$ cat src/rtl/axi_lite_from_mem_pkg.sv
// axi_lite_from_mem_pkg: default AXI4-Lite request/response structs (32-bit address and data)
package axi_lite_from_mem_pkg;
    typedef struct packed {
        logic [31:0] addr;
        logic [2:0]  prot;
    } ax_t;
    typedef struct packed {
        logic [31:0] data;
        logic [3:0]  strb;
    } w_t;
    typedef struct packed {
        logic [1:0] resp;
    } b_t;
    typedef struct packed {
        logic [31:0] data;
        logic [1:0]  resp;
    } r_t;
    typedef struct packed {
        ax_t  aw;
        logic aw_valid;
        w_t   w;
        logic w_valid;
        logic b_ready;
        ax_t  ar;
        logic ar_valid;
        logic r_ready;
    } req_t;
    typedef struct packed {
        logic aw_ready;
        logic w_ready;
        b_t   b;
        logic b_valid;
        logic ar_ready;
        r_t   r;
        logic r_valid;
    } resp_t;
endpackage

$ cat src/rtl/axi_lite_from_mem.sv
// axi_lite_from_mem: request/grant memory port to AXI4-Lite master, one outstanding transaction
module axi_lite_from_mem #(
    parameter int unsigned AddrWidth = 32,
    parameter int unsigned DataWidth = 32,
    parameter type req_lite_t = axi_lite_from_mem_pkg::req_t,
    parameter type resp_lite_t = axi_lite_from_mem_pkg::resp_t
) (
    input  logic                   clk_i,
    input  logic                   rst_i,
    input  logic                   mem_req_i,
    output logic                   mem_gnt_o,
    input  logic [AddrWidth-1:0]   mem_addr_i,
    input  logic                   mem_we_i,
    input  logic [DataWidth-1:0]   mem_wdata_i,
    input  logic [DataWidth/8-1:0] mem_be_i,
    input  logic [2:0]             mem_prot_i,
    output logic                   mem_rsp_valid_o,
    output logic [DataWidth-1:0]   mem_rsp_rdata_o,
    output logic                   mem_rsp_err_o,
    output req_lite_t              axi_req_o,
    input  resp_lite_t             axi_rsp_i,
    output logic                   busy_o
);
    typedef enum logic [2:0] {IDLE, WRITE, WAIT_B, READ, WAIT_R} state_t;
    state_t                 state;
    logic [AddrWidth-1:0]   addr_q;
    logic [DataWidth-1:0]   wdata_q, rdata_q;
    logic [DataWidth/8-1:0] be_q;
    logic [2:0]             prot_q;
    logic                   aw_valid_q, w_valid_q, ar_valid_q, b_ready_q, r_ready_q, rsp_valid_q, err_q;
    logic                   aw_left, w_left;
    logic                   unused_resp_lsb;
    assign mem_gnt_o       = mem_req_i && state == IDLE;
    assign aw_left         = aw_valid_q && !axi_rsp_i.aw_ready;
    assign w_left          = w_valid_q && !axi_rsp_i.w_ready;
    assign busy_o          = state != IDLE;
    assign mem_rsp_valid_o = rsp_valid_q;
    assign mem_rsp_rdata_o = rdata_q;
    assign mem_rsp_err_o   = err_q;
    assign unused_resp_lsb = axi_rsp_i.b.resp[0] ^ axi_rsp_i.r.resp[0];
    always_ff @(posedge clk_i) begin
        if (rst_i) begin
            state       <= IDLE;
            addr_q      <= '0;
            wdata_q     <= '0;
            be_q        <= '0;
            prot_q      <= '0;
            rdata_q     <= '0;
            err_q       <= 1'b0;
            rsp_valid_q <= 1'b0;
            aw_valid_q  <= 1'b0;
            w_valid_q   <= 1'b0;
            ar_valid_q  <= 1'b0;
            b_ready_q   <= 1'b0;
            r_ready_q   <= 1'b0;
        end else begin
            rsp_valid_q <= 1'b0;
            case (state)
                IDLE: if (mem_req_i) begin
                    addr_q     <= mem_addr_i;
                    wdata_q    <= mem_wdata_i;
                    be_q       <= mem_be_i;
                    prot_q     <= mem_prot_i;
                    aw_valid_q <= mem_we_i;
                    w_valid_q  <= mem_we_i;
                    ar_valid_q <= !mem_we_i;
                    state      <= mem_we_i ? WRITE : READ;
                end
                // AW and W retire independently; B wait starts once neither is left
                WRITE: begin
                    aw_valid_q <= aw_left;
                    w_valid_q  <= w_left;
                    if (!aw_left && !w_left) begin
                        state     <= WAIT_B;
                        b_ready_q <= 1'b1;
                    end
                end
                WAIT_B: if (axi_rsp_i.b_valid) begin
                    state       <= IDLE;
                    b_ready_q   <= 1'b0;
                    rsp_valid_q <= 1'b1;
                    rdata_q     <= '0;
                    err_q       <= axi_rsp_i.b.resp[1];
                end
                READ: if (axi_rsp_i.ar_ready) begin
                    state      <= WAIT_R;
                    ar_valid_q <= 1'b0;
                    r_ready_q  <= 1'b1;
                end
                WAIT_R: if (axi_rsp_i.r_valid) begin
                    state       <= IDLE;
                    r_ready_q   <= 1'b0;
                    rsp_valid_q <= 1'b1;
                    rdata_q     <= DataWidth'(axi_rsp_i.r.data);
                    err_q       <= axi_rsp_i.r.resp[1];
                end
                default: state <= IDLE;
            endcase
        end
    end
    always_comb begin
        axi_req_o          = '0;
        axi_req_o.aw.addr  = addr_q;
        axi_req_o.aw.prot  = prot_q;
        axi_req_o.aw_valid = aw_valid_q;
        axi_req_o.w.data   = wdata_q;
        axi_req_o.w.strb   = be_q;
        axi_req_o.w_valid  = w_valid_q;
        axi_req_o.b_ready  = b_ready_q;
        axi_req_o.ar.addr  = addr_q;
        axi_req_o.ar.prot  = prot_q;
        axi_req_o.ar_valid = ar_valid_q;
        axi_req_o.r_ready  = r_ready_q;
    end
`ifndef SYNTHESIS
    if (DataWidth != 32 && DataWidth != 64) begin : g_bad_width
        $fatal(1, "axi_lite_from_mem: DataWidth must be 32 or 64");
    end
    aw_hold: assert property (@(posedge clk_i) disable iff (rst_i)
        axi_req_o.aw_valid && !axi_rsp_i.aw_ready |=> axi_req_o.aw_valid && $stable(axi_req_o.aw));
    w_hold: assert property (@(posedge clk_i) disable iff (rst_i)
        axi_req_o.w_valid && !axi_rsp_i.w_ready |=> axi_req_o.w_valid && $stable(axi_req_o.w));
    ar_hold: assert property (@(posedge clk_i) disable iff (rst_i)
        axi_req_o.ar_valid && !axi_rsp_i.ar_ready |=> axi_req_o.ar_valid && $stable(axi_req_o.ar));
`endif
endmodule
$ cat config.mk
export PLATFORM = sky130hd
export DESIGN_NAME = axi_lite_from_mem
export DESIGN_NICKNAME = d
export VERILOG_FILES = /design/src/rtl/axi_lite_from_mem_pkg.sv /design/src/rtl/axi_lite_from_mem.sv
export SDC_FILE = /design/constraint.sdc
export NUM_CORES = 1
export LEC_CHECK = 0
export CORE_MARGIN = 2
export CORE_UTILIZATION = 41
export CTS_BUF_LIST = sky130_fd_sc_hd__clkbuf_4 sky130_fd_sc_hd__clkbuf_8
export DETAILED_ROUTE_END_ITERATION = 6
export PLACE_DENSITY = 0.89
export SKIP_CTS_REPAIR_TIMING = 1
export SYNTH_ARGS = -nofsm -noshare
export SYNTH_HDL_FRONTEND = slang
export SYNTH_SLANG_ARGS = --single-unit
$ cat constraint.sdc
create_clock -name clk_i -period 2.21 [get_ports clk_i]
set_clock_uncertainty 0.05 [all_clocks]
set_input_delay 0.3315 -clock clk_i [delete_from_list [all_inputs] [get_ports clk_i]]
set_output_delay 0.3315 -clock clk_i [all_outputs]
set_load 0.01 [all_outputs]
# Word-level counts from Yosys, hierarchy flattened
# Cells that the tools add are included.
# op_classes
eq_ne,9
n_reduce_logical,23
n_mux,28
# ops
cell,n
$mux 32,2
$pmux 32 s2,1
$mux 3,5
$pmux 3 s5,1
$pmux 1 s2,7
$reduce_and 3->1,4
$mux 1,11
$ne 2x2->1 const B,5
$reduce_bool 2->1,5
$eq 3x2->1 const B,2
$logic_not 1->1,5
$reduce_and 5->1,1
$logic_and 1x1->1,4
$reduce_and 2->1,2
$eq 3x1->1 const B,1
$eq 3x3->1 const B,1
$logic_not 3->1,1
$reduce_bool 3->1,1
$mux 2,1
# totals
register_bits,113
elab_cells,73

# Logic depth before layout (Yosys ltp)
# depth
ltp_word,6
depth_mapped,8
mapped_depth_nobuf,5

# Worst setup path before layout
# No wires, ideal clock.
# synth_timing
path_kind,register -> output
from,register state[1]
to,output mem_gnt_o
slack_ns,0.762
t_required_ns,1.829
stages_incl_launch_ff,7
t_arrival_ns,1.066
path_cell_list,dfxtp_1 buf_6 nor3_4 nand2_2 inv_2 buf_6 buf_6
# synth_via
elab_chain_cells,2
# synth_rtl
item,line,source
"start, declared",axi_lite_from_mem.sv:25,state_t state;
"start signal, assigned",axi_lite_from_mem.sv:67,state <= mem_we_i ? WRITE : READ;
$logic_not 3->1,axi_lite_from_mem.sv:33,assign mem_gnt_o = mem_req_i && state == IDLE;
$logic_and 1x1->1,axi_lite_from_mem.sv:33,
"end, declared",axi_lite_from_mem.sv:11,"output logic mem_gnt_o,"
# Every way passes these cells.

# Worst setup path after layout
# layout_timing
from,register state[0]
to,output busy_o
# layout_via
elab_chain_cells,1
# layout_rtl
item,line,source
$reduce_bool 3->1,axi_lite_from_mem.sv:36,assign busy_o = state != IDLE;
"end, declared",axi_lite_from_mem.sv:22,output logic busy_o
# Every way passes these cells.

==> impl_metrics.csv <==
group,metric,value,unit
run_status,run_status,"finished clean",
floorplan,initial_util,0.4210,
floorplan,core_region_area,10280,µm²
global_routing,grt_max_degree,73,
sta,slew_viol_final,0,
synthesis,synthDominantCellAreaShare,0.5228,
global_routing,grt.met1_usage,0.2373,
clock_network,cts_inserted_buffers,17,
global_routing,met2_usage,0.4113,
power,vdd_ir_drop_max,0.4505,mV
worst_setup_path,worst-endpoint-required,1.83,ns
sta,maxClockFrequency,507.2,MHz
detailed_routing,route.vias.total,4125,
worst_setup_path,cp-start-kind,"register",
synthesis,synth_area_leader_cell,"dfxtp_1",
finish,area.growth.synth_to_final,63.01,%
sta,setup_viol,0,
sta,rsz0062_at_grt,"no",
power,pwr-share-clk,0.360,
global_routing,gr-total-overflow,0,
synthesis,syn-num-nets,601,
synthesis,post_synth_main_area_contributors,"dfxtp_1 52%, nand2_1 13%, a21oi_1 8.8%, buf_4 6.9%, a22o_1 6.7%",
floorplan,area_enclosed_by_the_die_boundary,11390,µm²
synthesis,synth_edf_count,0,
sta,fin_worst_hold_slack,0.4033,ns
clock_network,clock_latency,0.40,ns
global_routing,grt_antenna_before_repair,0,
worst_setup_path,worst-setup-path-type,"reg -> out",
finish,finish.net_count,815,
placement,io_buffer_count,260,
global_routing,grt_pass1_vias,4107,
floorplan,floorplan.rows,37,
sta,timing.final.ws_setup,0.2383,ns
clock_network,cts_tree,"yes",
synthesis,synth.most_common_cell,"nand2_1",
synthesis,synth_seq_area_share,0.5228,
finish,layout-drive-gt1-share,0.07303,
worst_setup_path,worstSetupStartpoint,"state[0]",
floorplan,floorplan.io_pins,263,
placement,place_ws,-0.1838,ns
power,net-switching-power,1.577,mW
worst_setup_path,rrSetupSlack,0.49,ns
finish,post_layout_nonfiller_instances,848,
sta,final_min_period_over_clock_period,0.8922,
clock_network,cts_root_cell,"clkbuf_8",
clock_network,htreeDepth,4,
finish,finish.instance_area,7053,µm²
clock_network,cts_buffer_depth,2,
power,p_int,4.110,mW
synthesis,postSynthCellCount,485,
detailed_routing,detail_route.wl_per_cell,15.41,µm
worst_setup_path,critical_path_arrival,1.59,ns
placement,placedInstanceArea,6619,µm²
global_routing,grt_use_total,0.2231,
worst_setup_path,crit_path_end_kind,"output port",
synthesis,ys_seq_elements,113,
detailed_routing,drt-pass1-iter-count,4,
run,drv_cap,0,
sta,maxSlewHeadroom,0.5054,
detailed_routing,route.detailed.vias_per_inst,4.864,
global_routing,busiest_layer,"met2",
placement,place_congestion,0.7659,
detailed_routing,drt.antenna.violating_nets,0,
global_routing,grt_pass1_wl,20.18,mm
synthesis,ys_warn_count,0,
placement,place_hpwl,9.685,mm
worst_setup_path,critPathMaxFanout,5,
power,power.combinational.fraction,0.232,
synthesis,yosys_most_used_dff,"dfxtp_1",
floorplan,die_width,106.7,µm
finish,antennaDiodeCount,0,
synthesis,syn-mean-instance-area,8.921,µm²
clock_network,clock_sink_count,113,
worst_hold_path,hold_class,"reg -> reg",
power,power.leakage,2.625,nW
worst_hold_path,worst_hold_startpoint,"wdata_q[12]",
detailed_routing,wirelength,13.07,mm
power,pwr-share-seq,0.408,
synthesis,synthArstFlopShare,0,
detailed_routing,remaining_routing_drc_violations,0,
placement,placed_cells_incl_taps,816,
power,power.switching_fraction,0.2773,
sta,worst_slew_pin_slew,0.7418,ns
global_routing,use_met3,0.06505,
synthesis,syn-cell-area,4327,µm²
worst_setup_path,worstReg2RegStart,"state[0]",
clock_network,worst_setup_hold_path_clk_slew,0.07,ns
sta,timing_hold_violations_final,0,
detailed_routing,drt_first_iter_violations,196,
finish,n_fill_cell,808,
floorplan,die_h,106.7,µm
synthesis,synthDistinctLibCells,29,
power,power.density_cell_area,806.4,nW/µm²
synthesis,synth.top_cells.by_count,"146 x nand2_1, 113 x dfxtp_1, 76 x a21oi_1, 40 x buf_4, 33 x a22o_1",
sta,final_period_minus_worst_setup_slack,1.972,ns
sta,setup_tns,0,ns
power groups by stage:
stage	Clock, mW	Sequential, mW	Combinational [mW]
6_report	2.04	2.32	1.32
5_1_grt	2.18	2.34	1.43
2_1_floorplan	0	2.40	0.665
3_5_place_dp	0	2.37	1.32
4_1_cts	2.10	2.32	1.33
3_3_place_gp	0	2.36	1.29
metal layers:
metal  wire, µm  vias to the layer above
met3        943                       22
li1           -                     1996
met5          0                        -
met4        298                        0
met2       6978                      189
met1       4847                     1918
state kept, by name, summed over array words and instances, names as in the netlist:
signal and cells:
ar_valid_q 1, mem_rsp_err_o 1, prot_q 3, be_q 4
state 3, r_ready_q 1, b_ready_q 1, addr_q 32
mem_rsp_valid_o 1, mem_rsp_rdata_o 32, wdata_q 32, w_valid_q 1
aw_valid_q 1
worst max-delay path, stage by stage (launching register included):
cell             delay [ns]
dfxtp_1                0.51
nor3_4                 0.06
inv_1                  0.06
clkdlybuf4s50_1        0.55
cell type report:
class / instances / area [µm²] / share of cell area
multi-input cells: 294 / 1506 / 0.2136
repair buffers: 267 / 2665 / 0.3779
well taps: 136 / 170.2 / 0.02413
flip-flops and latches: 113 / 2263 / 0.3209
clock inverters: 12 / 156.4 / 0.02217
clock buffers: 20 / 269.0 / 0.03814
inverters: 6 / 22.52 / 0.003193
final timing paths:
path	to	depth (start not counted)
hold / removal	wdata_q[12]	2
setup reg to reg	addr_q[16]	5
setup / recovery	busy_o	3
hold reg to reg	wdata_q[12]	2
cells in the final DEF (no fill, tap or decap), drive strengths merged:
cell / count
a211oi: 1
dfxtp: 113
o22ai: 2
o21ba: 1
nor3b: 1
nor3: 1
nand2: 148
dlymetal6s2s: 1
a21oi: 77
buf: 8
nand3b: 3
bufinv: 3
clkinvlp: 4
clkbuf: 20
a2111oi: 1
a311oi: 2
nor2b: 2
mux2i: 2
clkdlybuf4s50: 258
and3: 2
o21ai: 5
nand2b: 2
clkinv: 3
nor2: 10
a22o: 33
or3: 1
inv: 8
logic make-up (layout without fill, tap and decap cells):
group           after synthesis  in the layout  share of synthesized area
mux                           2              2                   0.004627
buf+inv                      78            305                     0.1301
flops                       113            113                     0.5228
compound gates              122            122                     0.1784
simple gates                170            170                     0.1640
per-stage QoR:
step / utilization / total power [mW]
after CTS: 0.6854 / 5.748
after floorplan: - / 3.068
final: 0.6863 / 5.687
after global placement: 0.6440 / 3.644
after detailed placement: 0.6440 / 3.691
after global routing: 0.6863 / 5.957
Note: power is estimated with default switching activity, not from simulation.
